$ cat src/rtl/hci_package.sv
// Shared HCI interconnect types: runtime control word and arbitration policy codes.
package hci_package;

  localparam logic [1:0] HCI_ARB_PRIO = 2'b00;
  localparam logic [1:0] HCI_ARB_RR   = 2'b01;

  localparam int unsigned HCI_STALL_W = 8;

  typedef struct packed {
    logic [1:0] arb_policy;
    logic       hwpe_prio;
    logic [7:0] low_prio_max_stall;
  } hci_interconnect_ctrl_t;

  typedef enum logic {
    PORT_A = 1'b0,
    PORT_B = 1'b1
  } hci_port_e;

endpackage

$ cat src/rtl/hci_arbiter_stall_counter.sv
// Counts consecutive cycles the low-priority port waits without a handshake; saturates at 255.
module hci_arbiter_stall_counter
  import hci_package::*;
(
  input  logic                   clk,
  input  logic                   rst_ni,
  input  logic                   clear,
  input  logic                   req,
  input  logic                   hs,
  output logic [HCI_STALL_W-1:0] count
);

  always_ff @(posedge clk) begin
    if (!rst_ni || clear) begin
      count <= '0;
    end else if (!req || hs) begin
      count <= '0;
    end else if (count != {HCI_STALL_W{1'b1}}) begin
      count <= count + 1'b1;
    end
  end

endmodule

$ cat src/rtl/hci_prio_arbiter.sv
// Two-port arbiter (A = HWPE, B = core) onto one memory port, with fixed-priority
// plus starvation override or round-robin selection, and one-cycle response routing.
module hci_prio_arbiter
  import hci_package::*;
#(
  parameter int unsigned DW = 32,
  parameter int unsigned AW = 32,
  parameter int unsigned BW = 8
) (
  input  logic                   clk_i,
  input  logic                   rst_ni,
  input  logic                   clear_i,
  input  hci_interconnect_ctrl_t ctrl_i,

  input  logic                   a_req_i,
  output logic                   a_gnt_o,
  input  logic [AW-1:0]          a_add_i,
  input  logic                   a_wen_i,
  input  logic [DW-1:0]          a_data_i,
  input  logic [DW/BW-1:0]       a_be_i,
  output logic [DW-1:0]          a_r_data_o,
  output logic                   a_r_valid_o,

  input  logic                   b_req_i,
  output logic                   b_gnt_o,
  input  logic [AW-1:0]          b_add_i,
  input  logic                   b_wen_i,
  input  logic [DW-1:0]          b_data_i,
  input  logic [DW/BW-1:0]       b_be_i,
  output logic [DW-1:0]          b_r_data_o,
  output logic                   b_r_valid_o,

  output logic                   m_req_o,
  input  logic                   m_gnt_i,
  output logic [AW-1:0]          m_add_o,
  output logic                   m_wen_o,
  output logic [DW-1:0]          m_data_o,
  output logic [DW/BW-1:0]       m_be_o,
  input  logic [DW-1:0]          m_r_data_i,
  input  logic                   m_r_valid_i
);

  // Handshake on every port is req & gnt; gnt is only offered to the current
  // winner, and the memory answers exactly one cycle after its handshake.

  hci_port_e              hi_port;
  hci_port_e              lo_port;
  hci_port_e              winner;
  hci_port_e              rr_ptr;
  hci_port_e              owner;
  logic                   lo_req;
  logic                   lo_hs;
  logic                   hs;
  logic                   starve;
  logic [HCI_STALL_W-1:0] stall_cnt;

  assign hi_port = ctrl_i.hwpe_prio ? PORT_A : PORT_B;
  assign lo_port = ctrl_i.hwpe_prio ? PORT_B : PORT_A;
  assign lo_req  = (lo_port == PORT_A) ? a_req_i : b_req_i;

  assign starve = (ctrl_i.low_prio_max_stall != '0) &&
                  (stall_cnt >= ctrl_i.low_prio_max_stall);

  // Contention is the only case where policy matters; a lone requester always wins.
  always_comb begin
    winner = PORT_A;
    if (a_req_i && !b_req_i) begin
      winner = PORT_A;
    end else if (b_req_i && !a_req_i) begin
      winner = PORT_B;
    end else if (a_req_i && b_req_i) begin
      if (ctrl_i.arb_policy == HCI_ARB_RR) begin
        winner = rr_ptr;
      end else begin
        winner = starve ? lo_port : hi_port;
      end
    end
  end

  assign m_req_o  = a_req_i | b_req_i;
  assign m_add_o  = (winner == PORT_B) ? b_add_i  : a_add_i;
  assign m_wen_o  = (winner == PORT_B) ? b_wen_i  : a_wen_i;
  assign m_data_o = (winner == PORT_B) ? b_data_i : a_data_i;
  assign m_be_o   = (winner == PORT_B) ? b_be_i   : a_be_i;

  assign a_gnt_o = a_req_i && m_gnt_i && (winner == PORT_A);
  assign b_gnt_o = b_req_i && m_gnt_i && (winner == PORT_B);

  assign hs    = m_req_o & m_gnt_i;
  assign lo_hs = (lo_port == PORT_A) ? a_gnt_o : b_gnt_o;

  always_ff @(posedge clk_i) begin
    if (!rst_ni || clear_i) begin
      rr_ptr <= PORT_A;
      owner  <= PORT_A;
    end else if (hs) begin
      owner  <= winner;
      rr_ptr <= (winner == PORT_A) ? PORT_B : PORT_A;
    end
  end

  hci_arbiter_stall_counter u_stall (
    .clk    (clk_i),
    .rst_ni (rst_ni),
    .clear  (clear_i),
    .req    (lo_req),
    .hs     (lo_hs),
    .count  (stall_cnt)
  );

  // Owner still holds the pre-clear value during a clear cycle, so a response
  // landing then reaches the port that issued it.
  assign a_r_valid_o = m_r_valid_i && (owner == PORT_A);
  assign b_r_valid_o = m_r_valid_i && (owner == PORT_B);
  assign a_r_data_o  = m_r_data_i;
  assign b_r_data_o  = m_r_data_i;

endmodule

$ cat config.mk
export PLATFORM = sky130hd
export DESIGN_NAME = hci_prio_arbiter
export DESIGN_NICKNAME = d
export VERILOG_FILES = /design/src/rtl/hci_package.sv /design/src/rtl/hci_arbiter_stall_counter.sv /design/src/rtl/hci_prio_arbiter.sv
export SDC_FILE = /design/constraint.sdc
export NUM_CORES = 1
export LEC_CHECK = 0
export ABC_AREA = 1
export CORE_AREA = 5 5 125 127
export DETAILED_ROUTE_END_ITERATION = 12
export DIE_AREA = 0 0 130 132
export GPL_ROUTABILITY_DRIVEN = 0
export PLACE_DENSITY_LB_ADDON = 0.1
export SLEW_MARGIN = 20
export SYNTH_ARGS = -nofsm -noshare
export SYNTH_HDL_FRONTEND = slang
export SYNTH_HIERARCHICAL = 1
export SYNTH_SLANG_ARGS = --single-unit
$ cat constraint.sdc
create_clock -name clk_i -period 2.95 [get_ports clk_i]
set_clock_uncertainty 0.1 [all_clocks]
set_input_delay 0.4425 -clock clk_i [delete_from_list [all_inputs] [get_ports clk_i]]
set_output_delay 0.4425 -clock clk_i [all_outputs]
set_load 0.01 [all_outputs]
---- Word level (Yosys, flattened, before mapping) ----
Cells that the tools add are included.
W data, S select, Z words.
storage, ports and cells
  bits of input ports ..................... 188
  bits in registers ....................... 10
  logic and storage cells ................. 43
  output and inout port bits .............. 138
cells by class
  muxes and demuxes ....................... 14
  eq/ne operators ......................... 2
  add/subtract/negate cells ............... 1
  bitwise logic cells ..................... 4
  $lt $le $gt $ge ......................... 1
  reductions and logical operators ........ 18
operators by type and width
  kind                   count
  $mux W32               2
  $mux W1                11
  $logic_and A1 B1 Y1    10
  $add A8 B1 Y8 const B  1
  $ge A8 B8 Y1           1
  $ne A8 B8 Y1 const B   1
  $reduce_bool A8 Y1     1
  $logic_not A1 Y1       4
  $mux W4                1
  $eq A2 B1 Y1 const B   1
  $logic_or A1 B1 Y1     2
  $not A1 Y1             2
  $reduce_or A2 Y1       1
  $and A1 B1 Y1          1
  $or A1 B1 Y1           1

---- Logic depth before layout (Yosys ltp) ----
Gate-level depths: netlist (run 1).
  depth after elaboration ................. 12
  gate-level depth with buffers ........... 22
  depth with buffers taken out ............ 21

---- Modules after synthesis ----
Netlist (run 1), hierarchy kept.
by module, submodules not included
  module                     cells each  instances  seq. area each (µm²)  area each (µm²)
  hci_prio_arbiter           361         1          40.0                  1803.0
  hci_arbiter_stall_counter  64          1          160.2                 424.2

---- Worst setup path after synthesis (run 1) ----
OpenSTA, ideal clock, no wires.
  path kind ............................... input-to-reg
  start point ............................. input ctrl_i[7] (netlist bit)
  end point ............................... register u_stall.count[6]
  arrival time ............................ 2.181 ns
  setup time .............................. 0.064 ns
  path buffers ............................ 1
  data required time ...................... 2.786 ns
  setup slack ............................. 0.605 ns
  stages on the path ...................... 19
  cells stage by stage .................... inv_1 > ha_1 > nand2_1 > nor2_1 > nand4_1 > nand3_1 > nand2_1 > nand2_1 > nand3_1 > nand2_2 > nand2_4 > buf_2 > nand3b_1 > nand2_1 > nor2_1 > nand3_1 > inv_1 > o21ai_0 > nor2_1
between the ends
  longest elaborated chain between the ends .. 12
  elaborated cells on any way between the ends .. 14
  classes of those cells .................. order compare (1); mux (6); bitwise (1); reduce/logical (6)
ends and longest elaborated chain
  what                                                RTL line                                        RTL
  from (decl)                                         hci_prio_arbiter.sv:13                          input hci_interconnect_ctrl_t ctrl_i,
  $ge A8 B8 Y1 or $reduce_bool A8 Y1 (tied branches)  hci_prio_arbiter.sv:62, hci_prio_arbiter.sv:61
  $logic_and A1 B1 Y1 (*)                             hci_prio_arbiter.sv:61                          assign starve = (ctrl_i.low_prio_max_stall != '0) &&
  $mux W1 (*)                                         hci_prio_arbiter.sv:75                          winner = starve ? lo_port : hi_port;
  $mux W1 (*)                                         hci_prio_arbiter.sv:72                          if (ctrl_i.arb_policy == HCI_ARB_RR) begin
  $mux W1 (*)                                         hci_prio_arbiter.sv:71                          end else if (a_req_i && b_req_i) begin
  $mux W1 (*)                                         hci_prio_arbiter.sv:69                          end else if (b_req_i && !a_req_i) begin
  $mux W1 (*)                                         hci_prio_arbiter.sv:67                          if (a_req_i && !b_req_i) begin
  $not A1 Y1                                          -
  $logic_and A1 B1 Y1                                 hci_prio_arbiter.sv:86                          assign a_gnt_o = a_req_i && m_gnt_i && (winner == PORT_A);
  $mux W1 (*)                                         hci_prio_arbiter.sv:90                          assign lo_hs = (lo_port == PORT_A) ? a_gnt_o : b_gnt_o;
  via lo_hs                                           hci_prio_arbiter.sv:52                          logic lo_hs;
  $logic_or A1 B1 Y1 (*)                              hci_arbiter_stall_counter.sv:16                 end else if (!req || hs) begin
  $reduce_or A2 Y1 (no line) (*)                      -
  to (signal assigned)                                hci_arbiter_stall_counter.sv:19                 count <= count + 1'b1;
  to (decl)                                           hci_arbiter_stall_counter.sv:10                 output logic [HCI_STALL_W-1:0] count
The timed path passes the listed nets; every way through them passes the cells marked *.
A chain may end at the register's enable or synchronous reset.

---- Final worst setup path (run 1) ----
  start point ............................. input ctrl_i[6] (netlist bit)
  end point ............................... output m_data_o[19]
between the ends
  longest elaborated chain between the ends .. 8
  elaborated cells on any way between the ends .. 9
  classes of those cells .................. order compare (1); mux (6); reduce/logical (2)
ends and longest elaborated chain
  what                                                RTL line                                        RTL
  $ge A8 B8 Y1 or $reduce_bool A8 Y1 (tied branches)  hci_prio_arbiter.sv:62, hci_prio_arbiter.sv:61
  $logic_and A1 B1 Y1 (*)                             hci_prio_arbiter.sv:61
  $mux W1 (*)                                         hci_prio_arbiter.sv:75
  $mux W1 (*)                                         hci_prio_arbiter.sv:72
  $mux W1 (*)                                         hci_prio_arbiter.sv:71
  $mux W1 (*)                                         hci_prio_arbiter.sv:69
  $mux W1 (*)                                         hci_prio_arbiter.sv:67
  $mux W32 (*)                                        hci_prio_arbiter.sv:83                          assign m_data_o = (winner == PORT_B) ? b_data_i : a_data_i;
  to (decl)                                           hci_prio_arbiter.sv:37                          output logic [DW-1:0] m_data_o,
Every way passes the cells marked *; elsewhere a longest branch is shown, timed or not.

==> metrics.yaml, run 1 <==
run_status: "finished clean"
antenna_found_initial: 2
drt_first_pass_iters: 4
clock_sinks: 10
hp-class: "reg -> reg"
finalHoldViolations: 0
drt-initial-drc-count: 121
peakVddDrop_uv: 200
syn-num-nets: 622
place_hpwl_mm: 12.5
synth_area_leaders: "nand2_1 (41%), buf_4 (22%), dfxtp_1 (9.0%), ha_1 (5.1%), inv_1 (5.1%)"
start_util_pct: 15.6
crit_top_cell: "nand2_1"
post-route-min-period_ns: 2.79
syn_inst: 425
setup_viol: 0
comb_power_share_pct: 62.4
syn_area_per_cell_um2: 5.24
clock_power_share_pct: 25.0
place_ws_ns: -0.699
worstReg2RegStart: "u_stall/count[4]"
critPathSlowestCell: "ha_4"
critPathLaunchType: "input pin"
grt_pass1_wl_mm: 20.8
fp.coreArea_um2: 14300
vias_per_cell: 3.93
cpPeakStageDelay_ns: 0.26
synth_top_area_share_pct: 40.8
power_density_nw_per_um2: 238
cts_tree: "done"
synth_area_um2: 2230
synth_seq_cells: 10
die_h_um: 132
dp_cells: 782
ys_warn_count: 6
fmax_mhz: 359
pwr-share-seq_pct: 12.6
synth-edff-count: 0
total_power_w: 0.00110
fin_nets: 817
num_vias: 3158
ys_seq_area_share_pct: 8.99
root_buffer: "clkbuf_16"
fillers: 1626
p_leak_nw: 2.38
tightest_slew_ns: 0.318
power_switching_w: 0.000366
grt_max_degree: 22
p_int_w: 0.000733
diodes: 0
synthArstFlopShare_pct: 0
min-delay-start: "owner"
end_kind: "output port"
dominantRegCellSynth: "dfxtp_1"
grt_use_total_pct: 16.3
synth.distinct_cells: 24
crit_chain: "clkbuf_2 -> inv_1 -> ha_4 -> nand2_2 -> nor2_4 -> nand4_1 -> nand3_2 -> nand2_1 -> nand2_1 -> nand3_2 -> nand2_4 -> nand2_8 -> buf_8 -> clkbuf_16 -> nand2_1 -> nand2_1 -> buf_2"
areaGrowthSynthToFinish_pct: 108
p_sw_share_pct: 33.3
clockBufferDepth: 2
slew-limit-headroom_pct: 78.7
drc: 0
cap_violations: 0
r2r_cells: 20
io_pins: 326
clock_latency_ns: 0.24
cts_max_level: 1
fin_ws_ns: 0.162
final_cells: 803
drive_above_1_share_pct: 25.2
crit_path_start: "ctrl_i[6]"
path_class: "in -> out"
cts_buffers: 3
grt_pass1_vias: 3051
drv_slew: 0
io_buffers: 229
grt_overflow: 0
rows: 44
crit_arrival_ns: 2.25
synth_top_area_cell: "nand2_1"
fin_crit_sh_pct: 94.5
ant_nets: 0
drt-total-wl_mm: 15.8
hold_path_depth: 2
rsz0062_at_grt: "false"
fp.dieArea_um2: 17200
wl_per_cell_um: 19.7
clk_pin_slew_ns: 0.04
worstPathMaxFanout: 7
die_w_um: 130
crit_required_ns: 2.41
==> stage by stage <==
stage | setup TNS [ns] | util, % | hold WS, ns | instance area [µm²]
3_3_place_gp | -46.21 | 30.6 | 0.376 | 4380
5_1_grt | 0 | 32.3 | 0.406 | 4620
6_report | 0 | 32.3 | 0.392 | 4620
2_1_floorplan | 0 | - | 0.355 | 2230
4_1_cts | -0.0882 | 32.4 | 0.387 | 4640
3_5_place_dp | -46.91 | 30.6 | 0.371 | 4380
==> worst paths after layout <==
kind,end,slack (ns)
worst max register to register,u_stall/count[6],0.27
worst min register to register,owner,0.39
worst min-delay path,owner,0.39
worst max-delay path,m_data_o[19],0.16
==> synthesized netlist by cell type, types with 6 or more instances <==
| library cell | instances |
|---|---|
| buf_2 | 7 |
| dfxtp_1 | 10 |
| a21oi_1 | 6 |
| ha_1 | 9 |
| nor2_1 | 19 |
| buf_6 | 7 |
| nand2_1 | 242 |
| nand3_1 | 10 |
| inv_1 | 30 |
| buf_4 | 64 |
==> state kept, by name (all words and copies together), names as in the netlist <==
signal / count
u_stall/count: 8
owner: 1
rr_ptr: 1
==> per-layer routing <==
layer / track usage, % / vias to the layer above / share of wire, %
li1: - / 1609 / -
met1: 15.9 / 1339 / 33
met2: 29.6 / 169 / 50
met3: 10.2 / 37 / 16
met4: 2.02 / 4 / 1.4
met5: 0 / - / 0.17
==> worst max-delay path, delay by kind of cell <==
| family | cells | cell delay, ns |
|---|---|---|
| fa+ha+maj | 1 | 0.26 |
| buf+inv | 5 | 0.62 |
| simple gates | 11 | 0.90 |
==> layout by cell type (no fill, tap or decap), types with 3 or more instances in the layout <==
master and instances:
nand2_1 235, clkdlybuf4s50_1 150, buf_2 58, inv_1 24, nor2_1 18, buf_4 17
clkbuf_2 15, clkbuf_16 10, nand2_2 8, dfxtp_1 8, nand3_1 7, inv_2 6
buf_6 6, buf_12 6, a21oi_1 5, ha_4 5, buf_16 4, nor2_4 3
nand3_2 3, ha_1 3, buf_8 3, o21ai_1 3
==> power by group through the flow <==
stage | Sequential [W] | Combinational [W] | Clock (W)
floorplan | 0.000141 | 0.000296 | 0
global placement | 0.000141 | 0.000676 | 0
detailed placement | 0.000141 | 0.000673 | 0
CTS | 0.000138 | 0.000684 | 0.000283
global route | 0.000138 | 0.000739 | 0.000288
finish | 0.000138 | 0.000686 | 0.000275
==> logic make-up (layout without fill, tap and decap cells) <==
| kind of cell | count (synthesis) | after routing | share of synthesized area (%) |
|---|---|---|---|
| DFF | 10 | 10 | 8.99 |
| and+or+nand+nor | 283 | 283 | 50.6 |
| buffers and inverters | 110 | 304 | 32.2 |
| adders and majority gates | 9 | 9 | 5.06 |
| AOI/OAI and AO/OA | 13 | 13 | 3.20 |
==> what timing repair did <==
item                                    in CTS  in global routing
hold buffers                                 0                  0
cloned                                       4                  9
endpoints found under the hold margin        0                  0
pin swaps                                   10                 12
gates resized for setup                    271                 83
endpoints found under the setup margin      75                 78
buffers inserted                             4                  0
==> cell type report <==
| cell class | instances | area (µm²) | area share, % |
|---|---|---|---|
| Clock buffer | 4 | 88.8 | 1.92 |
| Inverter | 32 | 133 | 2.87 |
| Multi-Input combinational cell | 305 | 1440 | 31.1 |
| Sequential cell | 10 | 203 | 4.38 |
| Tap cell | 184 | 230 | 4.98 |
| Timing Repair Buffer | 267 | 2520 | 54.5 |
| Timing Repair inverter | 1 | 8.76 | 0.189 |
Power figures use the tool's default switching activity.
==> run 2: changes to the inputs <==
--- a/config.mk
+++ b/config.mk
@@ -9,7 +9,6 @@
 export CORE_AREA = 5 5 125 127
 export DETAILED_ROUTE_END_ITERATION = 12
 export DIE_AREA = 0 0 130 132
-export GPL_ROUTABILITY_DRIVEN = 0
 export PLACE_DENSITY_LB_ADDON = 0.1
 export SLEW_MARGIN = 20
 export SYNTH_ARGS = -nofsm -noshare
==> results of run 2 <==
The final DEF is identical to that of run 1; final timing and power are the same.
==> run 3: changes to the inputs <==
--- a/config.mk
+++ b/config.mk
@@ -10,6 +10,7 @@
 export DETAILED_ROUTE_END_ITERATION = 12
 export DIE_AREA = 0 0 130 132
 export PLACE_DENSITY_LB_ADDON = 0.1
+export RECOVER_POWER = 100
 export SLEW_MARGIN = 20
 export SYNTH_ARGS = -nofsm -noshare
 export SYNTH_HDL_FRONTEND = slang
==> metrics.yaml, run 3 (same netlist as run 1, synthesis figures left out) <==
power_density_nw_per_um2: 238  # about the same
gp_congestion: 0.823
fin_nets: 817  # unchanged
worstPathMaxFanout: 7  # unchanged
clock_latency_ns: 0.24  # about the same
num_vias: 3155  # -0.095%
grt_pass1_vias: 3051  # unchanged
antenna_found_initial: 2  # unchanged
cts_buffers: 3  # unchanged
layout_commonest_cell: "nand2_1"
io_buffers: 229  # unchanged
top_regs: "u_stall/count (8), owner (1), rr_ptr (1)"
grt_use_total_pct: 16.3  # unchanged
fillers: 1630  # +0.25%
postPlaceCellArea_um2: 4380  # unchanged
post-route-min-period_ns: 2.78  # -0.00809 ns
drv_slew: 0  # unchanged
p_int_w: 0.000721  # -1.7%
crit_required_ns: 2.41  # about the same
power_switching_w: 0.000366  # +0.13%
areaGrowthSynthToFinish_pct: 105
peakVddDrop_uv: 200  # about the same
die_w_um: 130  # unchanged
root_buffer: "clkbuf_16"
hp-class: "reg -> reg"
layout.cells.most_common_list: "nand2_1 (235), clkdlybuf4s50_1 (150), clkbuf_2 (53)"
vias_per_cell: 3.93  # about the same
fmax_mhz: 360  # +0.29%
grt_overflow: 0  # unchanged
drive_above_1_share_pct: 23.3  # -1.9 points
die_h_um: 132  # unchanged
ant_nets: 0  # unchanged
fin_crit_sh_pct: 94.2  # -0.27 points
rsz0062_at_grt: "false"
clock_power_share_pct: 25.3  # +0.3 points
drc: 0  # unchanged
grt_pass1_wl_mm: 20.8  # unchanged
drt-initial-drc-count: 116  # -4.1%
place_ws_ns: -0.699  # unchanged
wl_per_cell_um: 19.6  # -0.17%
comb_power_share_pct: 62.0  # -0.4 points
rows: 44  # unchanged
regMostFlops: "u_stall/count"
grt_max_degree: 22  # unchanged
clock_sinks: 10  # unchanged
clk_pin_slew_ns: 0.04  # about the same
fp.dieArea_um2: 17200  # unchanged
diodes: 0  # unchanged
pwr-share-seq_pct: 12.7  # about the same
fp.coreArea_um2: 14300  # unchanged
p_sw_share_pct: 33.7  # +0.40 points
setup_viol: 0  # unchanged
crit_arrival_ns: 2.24  # about the same
cts_max_level: 1  # unchanged
fin_ws_ns: 0.170  # +0.00809 ns
cts_tree: "done"
place_hpwl_mm: 12.5  # unchanged
p_leak_nw: 2.33  # -1.9%
cap_violations: 0  # unchanged
io_pins: 326  # unchanged
fin_area_um2: 4570  # -1.1%
cts_hold_buffers: 0  # unchanged
drt_first_pass_iters: 4  # unchanged
tightest_slew_ns: 0.318  # unchanged
start_util_pct: 15.6  # unchanged
slew-limit-headroom_pct: 78.7  # unchanged
critPathLaunchType: "input pin"
largest_register_ffs: 8  # unchanged
run_status: "finished clean"
drt-total-wl_mm: 15.8  # -0.17%
path_class: "in -> out"
clockBufferDepth: 2  # unchanged
end_kind: "output port"
finalHoldViolations: 0  # unchanged
-- run 3: changes by cell type in the layout (fill, tap and decap cells not counted) --
cell,before,now
buf_2,58,11
clkbuf_2,15,53
clkbuf_1,0,12
buf_6,6,4
buf_8,3,2
clkbuf_16,10,9
clkbuf_8,1,2
-- run 3: final cells by class --
class,count,area [µm²],share of cell area [%]
clock buffers,4,88.8,1.94
inverters,32,133,2.90
multi-input cells,305,1440,31.5
flip-flops and latches,10,203,4.43
well taps,184,230,5.03
repair buffers,267,2470,54.0
repair inverters,1,8.76,0.191
-- run 3: path summary, 6_finish.rpt --
path,startpoint,end,slack (ns),cells past startpoint
setup / recovery,ctrl_i[6],m_data_o[19],0.17,17
hold / removal,owner,owner,0.39,2
setup reg to reg,u_stall/count[4],u_stall/count[6],0.26,20
hold reg to reg,owner,owner,0.39,2
-- run 3: what timing repair did --
action,in CTS,in global routing
gates cloned,4,9
endpoints found under the setup margin,75,78
pin swaps,10,12
setup buffers,4,0
resized for setup,271,83
-- run 3: power by group through the flow --
stage / Sequential [W] / Clock (W) / Combinational (W)
floorplan: 0.000141 / 0 / 0.000296
global placement: 0.000141 / 0 / 0.000676
detailed placement: 0.000141 / 0 / 0.000673
CTS: 0.000138 / 0.000283 / 0.000684
global route: 0.000138 / 0.000288 / 0.000727
finish: 0.000138 / 0.000275 / 0.000674
-- run 3: worst max-delay path, cell delays in order --
cell and delay (ns):
clkbuf_2 0.09, inv_1 0.06, ha_4 0.26, nand2_2 0.06, nor2_4 0.11, nand4_1 0.10
nand3_2 0.10, nand2_1 0.05, nand2_1 0.07, nand3_2 0.09, nand2_4 0.10, nand2_8 0.09
buf_8 0.17, clkbuf_16 0.15, nand2_1 0.05, nand2_1 0.07, buf_2 0.15
-- run 3: layer usage --
metal  up-vias  global-route usage [%]  wire length, µm
met4         4                    2.02              214
met5         -                       0               21
li1       1609                       -                -
met3        33                    10.2             2460
met2       161                    29.6             7890
met1      1348                    15.9             5170
-- run 3: metrics by stage --
step / TNS [ns] / std cells / utilization, % / hold WS, ns / power, W
after global routing: 0 / 803 / 32.0 / 0.406 / 0.00115
after floorplan: 0 / 425 / - / 0.355 / 0.000437
after CTS: -0.0882 / 794 / 32.4 / 0.387 / 0.00110
final: 0 / 803 / 32.0 / 0.392 / 0.00109
after global placement: -46.21 / 782 / 30.6 / 0.376 / 0.000817
after detailed placement: -46.91 / 782 / 30.6 / 0.371 / 0.000813
